$ cat config.mk
export PLATFORM = sky130hd
export DESIGN_NAME = rx_intf_pkt_packer
export DESIGN_NICKNAME = d
export VERILOG_FILES = /design/src/rtl/rx_intf_pkt_packer.sv
export SDC_FILE = /design/constraint.sdc
export NUM_CORES = 1
export LEC_CHECK = 0
export ABC_CLOCK_PERIOD_IN_PS = 2000
export BUFFER_PORTS_ARGS = -buffer_cell sky130_fd_sc_hd__buf_2
export CORE_MARGIN = 8
export CORE_UTILIZATION = 48
export CTS_BUF_LIST = sky130_fd_sc_hd__clkbuf_8
export DETAILED_ROUTE_END_ITERATION = 7
export GPL_TIMING_DRIVEN = 0
export PLACE_DENSITY_LB_ADDON = 0.1
export SYNTH_ARGS = -nofsm -noshare
export SYNTH_HDL_FRONTEND = slang
export SYNTH_SLANG_ARGS = --single-unit
$ cat constraint.sdc
create_clock -name M_AXIS_ACLK -period 2 [get_ports M_AXIS_ACLK]
set_clock_uncertainty 0.2 [all_clocks]
set_input_delay 0.1 -clock M_AXIS_ACLK [delete_from_list [all_inputs] [get_ports M_AXIS_ACLK]]
set_output_delay 0.1 -clock M_AXIS_ACLK [all_outputs]
set_load 0.02 [all_outputs]
$ cat src/rtl/rx_intf_pkt_packer.sv
// Packs 32-bit IQ samples into 64-bit words with optional TSF header, flush and zero padding.
// Optional header word enabled by defining RX_INTF_PKT_PACKER_TSF_HEADER_EN.
module rx_intf_pkt_packer #(
  parameter int C_M_AXIS_TDATA_WIDTH   = 64,
  parameter int MAX_BIT_NUM_DMA_SYMBOL = 14
) (
  input  logic                              M_AXIS_ACLK,
  input  logic                              M_AXIS_ARESETN,
  input  logic                              pkt_start,
  input  logic                              pkt_end,
  input  logic [31:0]                       sample_in,
  input  logic                              sample_in_valid,
  input  logic [63:0]                       tsf_val,
  input  logic [MAX_BIT_NUM_DMA_SYMBOL-1:0] num_dma_symbol,
  input  logic                              FULLN_TO_ACC,
  output logic [C_M_AXIS_TDATA_WIDTH-1:0]   DATA_TO_ACC,
  output logic                              DATA_TO_ACC_VALID,
  output logic                              start_1trans,
  output logic [15:0]                       drop_count,
  output logic                              busy_err
);

  // Write side: a word is "due" in a cycle when word_due is high; it is written only
  // if FULLN_TO_ACC is high, otherwise it is dropped. Either way the word counter advances.
  typedef enum logic [1:0] {
    IDLE    = 2'd0,
`ifdef RX_INTF_PKT_PACKER_TSF_HEADER_EN
    HEADER  = 2'd1,
`endif
    PAYLOAD = 2'd2,
    PAD     = 2'd3
  } state_t;

  state_t                              state_q, nxt_state;
  logic [MAX_BIT_NUM_DMA_SYMBOL-1:0]   word_cnt_q;
  logic [MAX_BIT_NUM_DMA_SYMBOL-1:0]   last_idx_q;
  logic [31:0]                         half_q, half_d;
  logic                                half_vld_q, half_vld_d;
  logic                                end_pend_q, end_pend_d;
  logic                                word_due;
  logic [C_M_AXIS_TDATA_WIDTH-1:0]     word_data;
  logic                                last_word;
  logic                                end_now;
  logic                                start_d;
  logic                                pkt_accept;

`ifdef RX_INTF_PKT_PACKER_TSF_HEADER_EN
  logic [63:0] tsf_q;

  always_ff @(posedge M_AXIS_ACLK or negedge M_AXIS_ARESETN) begin
    if (!M_AXIS_ARESETN) begin
      tsf_q <= '0;
    end else if (pkt_accept) begin
      tsf_q <= tsf_val;
    end
  end
`else
  logic unused_tsf;
  assign unused_tsf = ^tsf_val;
`endif

  assign pkt_accept = (state_q == IDLE) && pkt_start;
  assign last_word  = (word_cnt_q == last_idx_q);

  always_comb begin
    nxt_state  = state_q;
    word_due   = 1'b0;
    word_data  = '0;
    half_d     = half_q;
    half_vld_d = half_vld_q;
    end_pend_d = end_pend_q;
    end_now    = 1'b0;
    case (state_q)
      IDLE: begin
        if (pkt_start) begin
          half_vld_d = 1'b0;
          end_pend_d = 1'b0;
`ifdef RX_INTF_PKT_PACKER_TSF_HEADER_EN
          nxt_state  = HEADER;
`else
          nxt_state  = PAYLOAD;
`endif
        end
      end
`ifdef RX_INTF_PKT_PACKER_TSF_HEADER_EN
      HEADER: begin
        word_due  = 1'b1;
        word_data = tsf_q;
        // A sample or end arriving alongside the header is held for the payload phase.
        if (sample_in_valid) begin
          half_d     = sample_in;
          half_vld_d = 1'b1;
        end
        end_pend_d = pkt_end;
        nxt_state  = last_word ? IDLE : PAYLOAD;
      end
`endif
      PAYLOAD: begin
        end_now    = pkt_end || end_pend_q;
        end_pend_d = 1'b0;
        // The sample is packed first; end handling then flushes any odd half-word.
        if (sample_in_valid) begin
          if (half_vld_q) begin
            word_due   = 1'b1;
            word_data  = {sample_in, half_q};
            half_vld_d = 1'b0;
          end else if (end_now) begin
            word_due  = 1'b1;
            word_data = {32'd0, sample_in};
          end else begin
            half_d     = sample_in;
            half_vld_d = 1'b1;
          end
        end else if (end_now && half_vld_q) begin
          word_due   = 1'b1;
          word_data  = {32'd0, half_q};
          half_vld_d = 1'b0;
        end
        if (word_due && last_word) begin
          nxt_state = IDLE;
        end else if (end_now) begin
          nxt_state = PAD;
        end
      end
      PAD: begin
        word_due  = 1'b1;
        word_data = '0;
        if (last_word) begin
          nxt_state = IDLE;
        end
      end
      default: nxt_state = IDLE;
    endcase
  end

  // start_1trans is high from the first payload-side cycle until the FSM is back in IDLE.
  always_comb begin
    start_d = (nxt_state == PAYLOAD) || (nxt_state == PAD);
`ifdef RX_INTF_PKT_PACKER_TSF_HEADER_EN
    if (state_q == HEADER) begin
      start_d = 1'b1;
    end
`endif
  end

  always_ff @(posedge M_AXIS_ACLK or negedge M_AXIS_ARESETN) begin
    if (!M_AXIS_ARESETN) begin
      state_q    <= IDLE;
      word_cnt_q <= '0;
      last_idx_q <= '0;
      half_q     <= '0;
      half_vld_q <= 1'b0;
      end_pend_q <= 1'b0;
    end else begin
      state_q    <= nxt_state;
      half_q     <= half_d;
      half_vld_q <= half_vld_d;
      end_pend_q <= end_pend_d;
      if (pkt_accept) begin
        word_cnt_q <= '0;
        last_idx_q <= num_dma_symbol;
      end else if (word_due) begin
        word_cnt_q <= word_cnt_q + 1'b1;
      end
    end
  end

  always_ff @(posedge M_AXIS_ACLK or negedge M_AXIS_ARESETN) begin
    if (!M_AXIS_ARESETN) begin
      DATA_TO_ACC       <= '0;
      DATA_TO_ACC_VALID <= 1'b0;
      start_1trans      <= 1'b0;
      drop_count        <= '0;
      busy_err          <= 1'b0;
    end else begin
      DATA_TO_ACC_VALID <= word_due && FULLN_TO_ACC;
      start_1trans      <= start_d;
      if (word_due && FULLN_TO_ACC) begin
        DATA_TO_ACC <= word_data;
      end
      if (word_due && !FULLN_TO_ACC && (drop_count != 16'hFFFF)) begin
        drop_count <= drop_count + 16'd1;
      end
      if (pkt_start && (state_q != IDLE)) begin
        busy_err <= 1'b1;
      end
    end
  end

endmodule
# Yosys cells after proc, flatten, opt, wreduce, memory -nomap -nowiden
# Index checks and enable logic that the tools add are counted.
[op_classes]
add_sub_neg = 2
n_mul = 0
n_div = 0
order_cmp = 0
n_eq_ne = 8
shift = 0
mux = 25
n_bitwise = 2
n_reduce_logical = 17
[ops]
columns = ["op", "count"]
rows = [
  ["two-way mux 64 bit", 3],
  ["two-way mux 32 bit", 2],
  ["two-way mux 14 bit", 2],
  ["adder 16 x 1 -> 16 bit, second input constant", 1],
  ["inequality test 16 bit, second input constant", 1],
  ["adder 14 x 1 -> 14 bit, second input constant", 1],
  ["== test 14 bit", 1],
  ["two-way mux 1 bit", 10],
  ["== test 2 bit, second input constant", 4],
  ["two-way mux 2 bit", 4],
  ["logical AND 1 bit", 7],
  ["one-hot mux 1 bit (2 select lines)", 3],
  ["one-hot mux 2 bit (3 select lines)", 1],
  ["nonzero test 2 bit", 3],
  ["AND reduction 4 bit", 1],
  ["inequality test 3 bit, second input constant", 1],
  ["AND reduction 3 bit", 1],
  ["zero test 2 bit", 1],
  ["logical OR 1 bit", 2],
  ["inequality test 2 bit, second input constant", 1],
  ["NOT 1 bit", 2],
  ["AND reduction 2 bit", 1],
  ["zero test 1 bit", 1],
]
[word_totals]
regBits = 147
latch_bits = 0
ramBits = 0
mem_bits_ro = 0
in_bits = 116
output_inout_bits = 83
word_cells = 65
mem_count = 0

# Logic depth before layout (Yosys ltp)
[depth]
word_depth = 10
depth_mapped = 7
mapped_depth_nobuf = 5

# Worst setup path after synthesis
# OpenSTA, ideal clock, no wires.
[synth_path]
kind = "reg-to-reg"
from = "reg drop_count[3]"
to = "reg drop_count[15]"
setup_ns = 0.139
arrival_time_ns = 1.596
required_time_ns = 1.661
path_slack_ns = 0.064
stages_incl_launch_ff = 6
n_path_buf = 1
period_less_slack_ns = 1.936
cell_sequence = "dfrtp_1 > nand4_1 > nor4_2 > buf_2 > nor4b_1 > xor2_1"
[synth_between]
elab_chain_len = 2
word_cells_on_any_way = 3
classes_between = "add/sub: 1; eq/ne: 1; reduce/logical: 1"
[synth_rtl]
columns = ["item", "line_no", "text"]
rows = [
  ["start, declared", "19", "output logic [15:0] drop_count,"],
  ["start signal, assigned", "182", "drop_count <= drop_count + 16'd1;"],
  ["parallel branches: the longest is 2 deep, another holds adder 16 x 1 -> 16 bit", "--", ""],
]
# Several ways; the timed one is not identified.
# A chain may end at the register's enable or synchronous reset.

# Worst setup path in the final report
[layout_path]
from = "reg half_vld_q"
to = "reg DATA_TO_ACC[29]"
[layout_between]
elab_chain_len = 6
word_cells_on_any_way = 11
classes_between = "mux: 9; reduce/logical: 2"
[layout_rtl]
columns = ["item", "line_no", "text"]
rows = [
  ["start, declared", "38", "logic half_vld_q, half_vld_d;"],
  ["start signal, assigned", "157", "half_vld_q <= half_vld_d;"],
  ["logical AND 1 bit", "114", "end else if (end_now && half_vld_q) begin"],
  ["two-way mux 1 bit", "114", ""],
  ["two-way mux 1 bit", "102", "if (sample_in_valid) begin"],
  ["two-way mux 1 bit", "73", "case (state_q)"],
  ["one-hot mux 1 bit (2 select lines)", "73", ""],
  ["logical AND 1 bit", "178", "if (word_due && FULLN_TO_ACC) begin"],
  ["end signal, assigned", "179", "DATA_TO_ACC <= word_data;"],
  ["end, declared", "16", "output logic [C_M_AXIS_TDATA_WIDTH-1:0] DATA_TO_ACC,"],
]
# Several ways; a longest one is shown, not always the timed one. The select of a mux whose other input is x is not followed.

==> results.py <==
metrics = {
    "layout": {
        "final-seq-area_um2": 3630,
        "multi_input_comb_area_um2": 2721,
        "area_growth_syn_to_layout_pct": 31.62,
        "n_antenna_cell": 0,
        "finish.instance_area_um2": 8504,
        "final_net_count": 907,
        "ratio_of_cells_with_drive_above_1_in_the_final_layout": 0.3491,
        "filler_cell_count": 1089,
    },
    "sta": {
        "post-route-min-period_ns": 1.927,
        "hold_viol_final": 0,
        "clock.fmax_ghz": 0.5189,
        "timing.final.crit_share": 0.9636,
        "finalSetupViolCount": 0,
        "timing.final.max_slew_violations": 0,
        "finalWorstSetupSlack_ns": 0.07271,
        "worst_slew_margin_rel": 0.5872,
        "max_slew.worst_pin.slew_ns": 0.6193,
        "grt_setup_unrepaired": "yes",
    },
    "worst_setup_path": {
        "timing.critical_path.to_type": "flop",
        "required_time_of_the_critical_path_ns": 2.11,
        "kind_of_start_point_of_the_critical_path": "flop",
        "crit_fanout": 10,
        "timing.setup.critical_path_class": "flop to flop",
        "arrival_ns": 2.04,
    },
    "routing": {
        "wl_met2_mm": 8.063,
        "drc": 0,
        "routed_via_density": 5.209,
        "wire_per_inst_um": 16.69,
        "drt_pass1_iterations": 5,
        "m1WireLength_mm": 7.232,
        "met3WireLength_um": 917,
        "dr_total_vias": 5094,
        "postRouteAntennaNets": 0,
        "detailedRoute.firstIterationViolations": 256,
        "detailed_route_wire_length_mm": 16.32,
        "dr.max_layer_used": "met4",
    },
    "die": {
        "initial_utilization": 0.4899,
        "placement_rows": 42,
        "core_region_area_um2": 13190,
        "dieWidth_um": 132.0,
        "floorplan.die_area_um2": 17430,
        "dieHeight_um": 132.0,
        "num_io_pins": 199,
    },
    "yosys": {
        "syn_inst": 570,
        "synth_enable_flop_cells": 0,
        "synth_seq_area_share": 0.5616,
        "yosysTopAreaCell": "sky130_fd_sc_hd__dfrtp_1",
        "synthesis.area_um2": 6461,
        "total_nets_after_synthesis": 688,
        "synth_top_flop_cell": "sky130_fd_sc_hd__dfrtp_1",
        "synth_top_area_frac": 0.5616,
        "synth.ff_latch_count": 145,
        "synth_warnings": 0,
        "syn-mean-instance-area_um2": 11.34,
        "synthDistinctLibCells": 41,
        "ys_async_sr_fraction": 1.000,
        "ys_top_cells_by_area": "sky130_fd_sc_hd__dfrtp_1 56%, sky130_fd_sc_hd__mux2_2 8.0%, sky130_fd_sc_hd__nand2_1 6.3%",
        "library_cell_with_the_highest_instance_count_after_synthesis": "sky130_fd_sc_hd__dfrtp_1",
        "synth_common_cells": "145 x sky130_fd_sc_hd__dfrtp_1, 108 x sky130_fd_sc_hd__nand2_1, 46 x sky130_fd_sc_hd__mux2_2, 45 x sky130_fd_sc_hd__o21ai_0, 33 x sky130_fd_sc_hd__mux2i_1",
    },
    "global_routing": {
        "gr-total-overflow": 0,
        "global_route.usage.total": 0.1925,
        "grt_max_degree": 80,
        "grt_first_pass_wirelength_mm": 27.42,
        "vias_in_the_first_global_route": 5381,
        "number_of_antenna_violations_at_the_first_check_in_global_routing": 0,
    },
    "clocking": {
        "post_cts_clock_slew_at_the_launch_and_capture_registers_of_the_worst_setup_and_hold_paths_ns": 0.08,
        "h-tree-depth": 4,
        "max-clock-path-buffers": 2,
        "clk_root_buffer_cell": "sky130_fd_sc_hd__clkbuf_8",
        "clock_latency_ns": 0.44,
        "cts_tree": "built",
        "clock_buffer_count_from_cts": 17,
        "cts.sink_count": 145,
    },
    "power_and_ir_drop": {
        "design_power_total_w": 0.009530,
        "power_density_nw_per_um2": 1121,
        "leakage_nw": 4.187,
        "ir_worst_vdd_mv": 0.6614,
    },
    "outcome": {
        "run_status": "complete, no violations",
    },
    "worst_hold_path": {
        "timing.hold.worst.class": "input port to async pin",
    },
    "flow_run": {
        "drv.max_cap_violation_count": 0,
    },
    "placement": {
        "detailed_place_hpwl_mm": 11.31,
        "place.gp.congestion": 0.8142,
        "io_buffer_count": 134,
        "placedInstanceArea_um2": 7386,
        "detailedPlace.worstSlack_ns": -0.2748,
    },
}
==> worst max-delay path: stages (launching register included) <==
cell and delay, ns:
sky130_fd_sc_hd__dfrtp_1 0.43, sky130_fd_sc_hd__maj3_4 0.38, sky130_fd_sc_hd__o211ai_4 0.24, sky130_fd_sc_hd__buf_2 0.20, sky130_fd_sc_hd__buf_2 0.23, sky130_fd_sc_hd__o31ai_1 0.11
==> path summary, 6_finish.rpt <==
check                                    from         endpoint  slack, ns  cells past startpoint
setup / recovery                   half_vld_q  DATA_TO_ACC[29]       0.07                      5
hold / removal                 M_AXIS_ARESETN   drop_count[14]       0.03                      2
setup reg to reg                   half_vld_q  DATA_TO_ACC[29]       0.07                      5
hold reg to reg               DATA_TO_ACC[58]  DATA_TO_ACC[58]       0.27                      2
max in group asynchronous      M_AXIS_ARESETN  DATA_TO_ACC[12]       0.76                      3
min in group M_AXIS_ACLK   num_dma_symbol[11]   last_idx_q[11]       0.22                      3
==> state kept, by name, indices dropped and copies added (netlist names) <==
signal and cells:
half_q 32, drop_count 16, last_idx_q 14, DATA_TO_ACC_VALID 1, start_1trans 1, half_vld_q 1
DATA_TO_ACC 64, state_q 1, word_cnt_q 14, busy_err 1
==> kinds of logic after synthesis <==
logic type                 Yosys count  synth area share
AOI/OAI and AO/OA                   95           0.09392
xor gates and xnor gates            33           0.04473
adders and majority gates            3          0.006002
buffers and inverters               40           0.02905
DFF                                145            0.5616
muxes                               80            0.1330
and+or+nand+nor                    174            0.1317
==> power by group <==
part | internal, W | leakage (nW) | total [W] | switching (W)
sequential | 0.00368 | 1.92 | 0.00427 | 0.000586
combinational | 0.00146 | 2.09 | 0.00324 | 0.00177
clock | 0.000933 | 0.182 | 0.00202 | 0.00109
==> cells in the final DEF (no fill, tap or decap), types with 4 or more instances in the layout <==
master	instances
sky130_fd_sc_hd__a21oi_1	9
sky130_fd_sc_hd__buf_2	148
sky130_fd_sc_hd__buf_4	12
sky130_fd_sc_hd__buf_6	10
sky130_fd_sc_hd__clkbuf_2	5
sky130_fd_sc_hd__clkbuf_4	6
sky130_fd_sc_hd__clkbuf_8	20
sky130_fd_sc_hd__clkinv_2	6
sky130_fd_sc_hd__dfrtp_1	144
sky130_fd_sc_hd__dlygate4sd3_1	51
sky130_fd_sc_hd__inv_1	7
sky130_fd_sc_hd__mux2_2	46
sky130_fd_sc_hd__mux2i_1	33
sky130_fd_sc_hd__nand2_1	108
sky130_fd_sc_hd__nand3_1	5
sky130_fd_sc_hd__nand4_1	10
sky130_fd_sc_hd__nor2_1	10
sky130_fd_sc_hd__nor3_1	4
sky130_fd_sc_hd__nor4_2	7
sky130_fd_sc_hd__o21ai_0	44
sky130_fd_sc_hd__o31ai_1	32
sky130_fd_sc_hd__or3_1	8
sky130_fd_sc_hd__xnor2_1	16
sky130_fd_sc_hd__xor2_1	17
==> layer usage <==
| metal | GRT usage | up-vias |
|---|---|---|
| met5 | 0 | - |
| met2 | 0.3048 | 117 |
| met1 | 0.2460 | 2523 |
| met3 | 0.05907 | 8 |
| li1 | - | 2446 |
| met4 | 0.06318 | 0 |
==> metrics by stage <==
stage	util	TNS (ns)	std cells	hold slack, ns
finish	0.6448	0	978	0.02592
global route	0.6448	-0.1707	978	0.06037
CTS	0.6340	0	969	0.01547
detailed placement	0.5600	-17.86	881	-0.05454
global placement	0.5574	-218.23	880	0.1326
floorplan	-	0	570	-0.3956
==> area by class of cell <==
| class | count | area share |
|---|---|---|
| repair buffers | 202 | 0.1573 |
| multi-input cells | 385 | 0.3200 |
| clock inverters | 12 | 0.008092 |
| flip-flops and latches | 145 | 0.4268 |
| inverters | 5 | 0.002207 |
| plain buffers | 33 | 0.02736 |
| well taps | 176 | 0.02589 |
| clock buffers | 20 | 0.03237 |
==> timing repair <==
| action | 4_1_cts | 5_1_grt |
|---|---|---|
| setup endpoints to repair | 117 | 97 |
| setup buffers | 7 | 7 |
| endpoints found under the hold margin | 258 | 0 |
| cloned | 0 | 2 |
| resized for setup | 23 | 24 |
| hold buffers | 51 | 0 |
| pin swaps | 3 | 5 |
(Power assumes the default switching activity.)
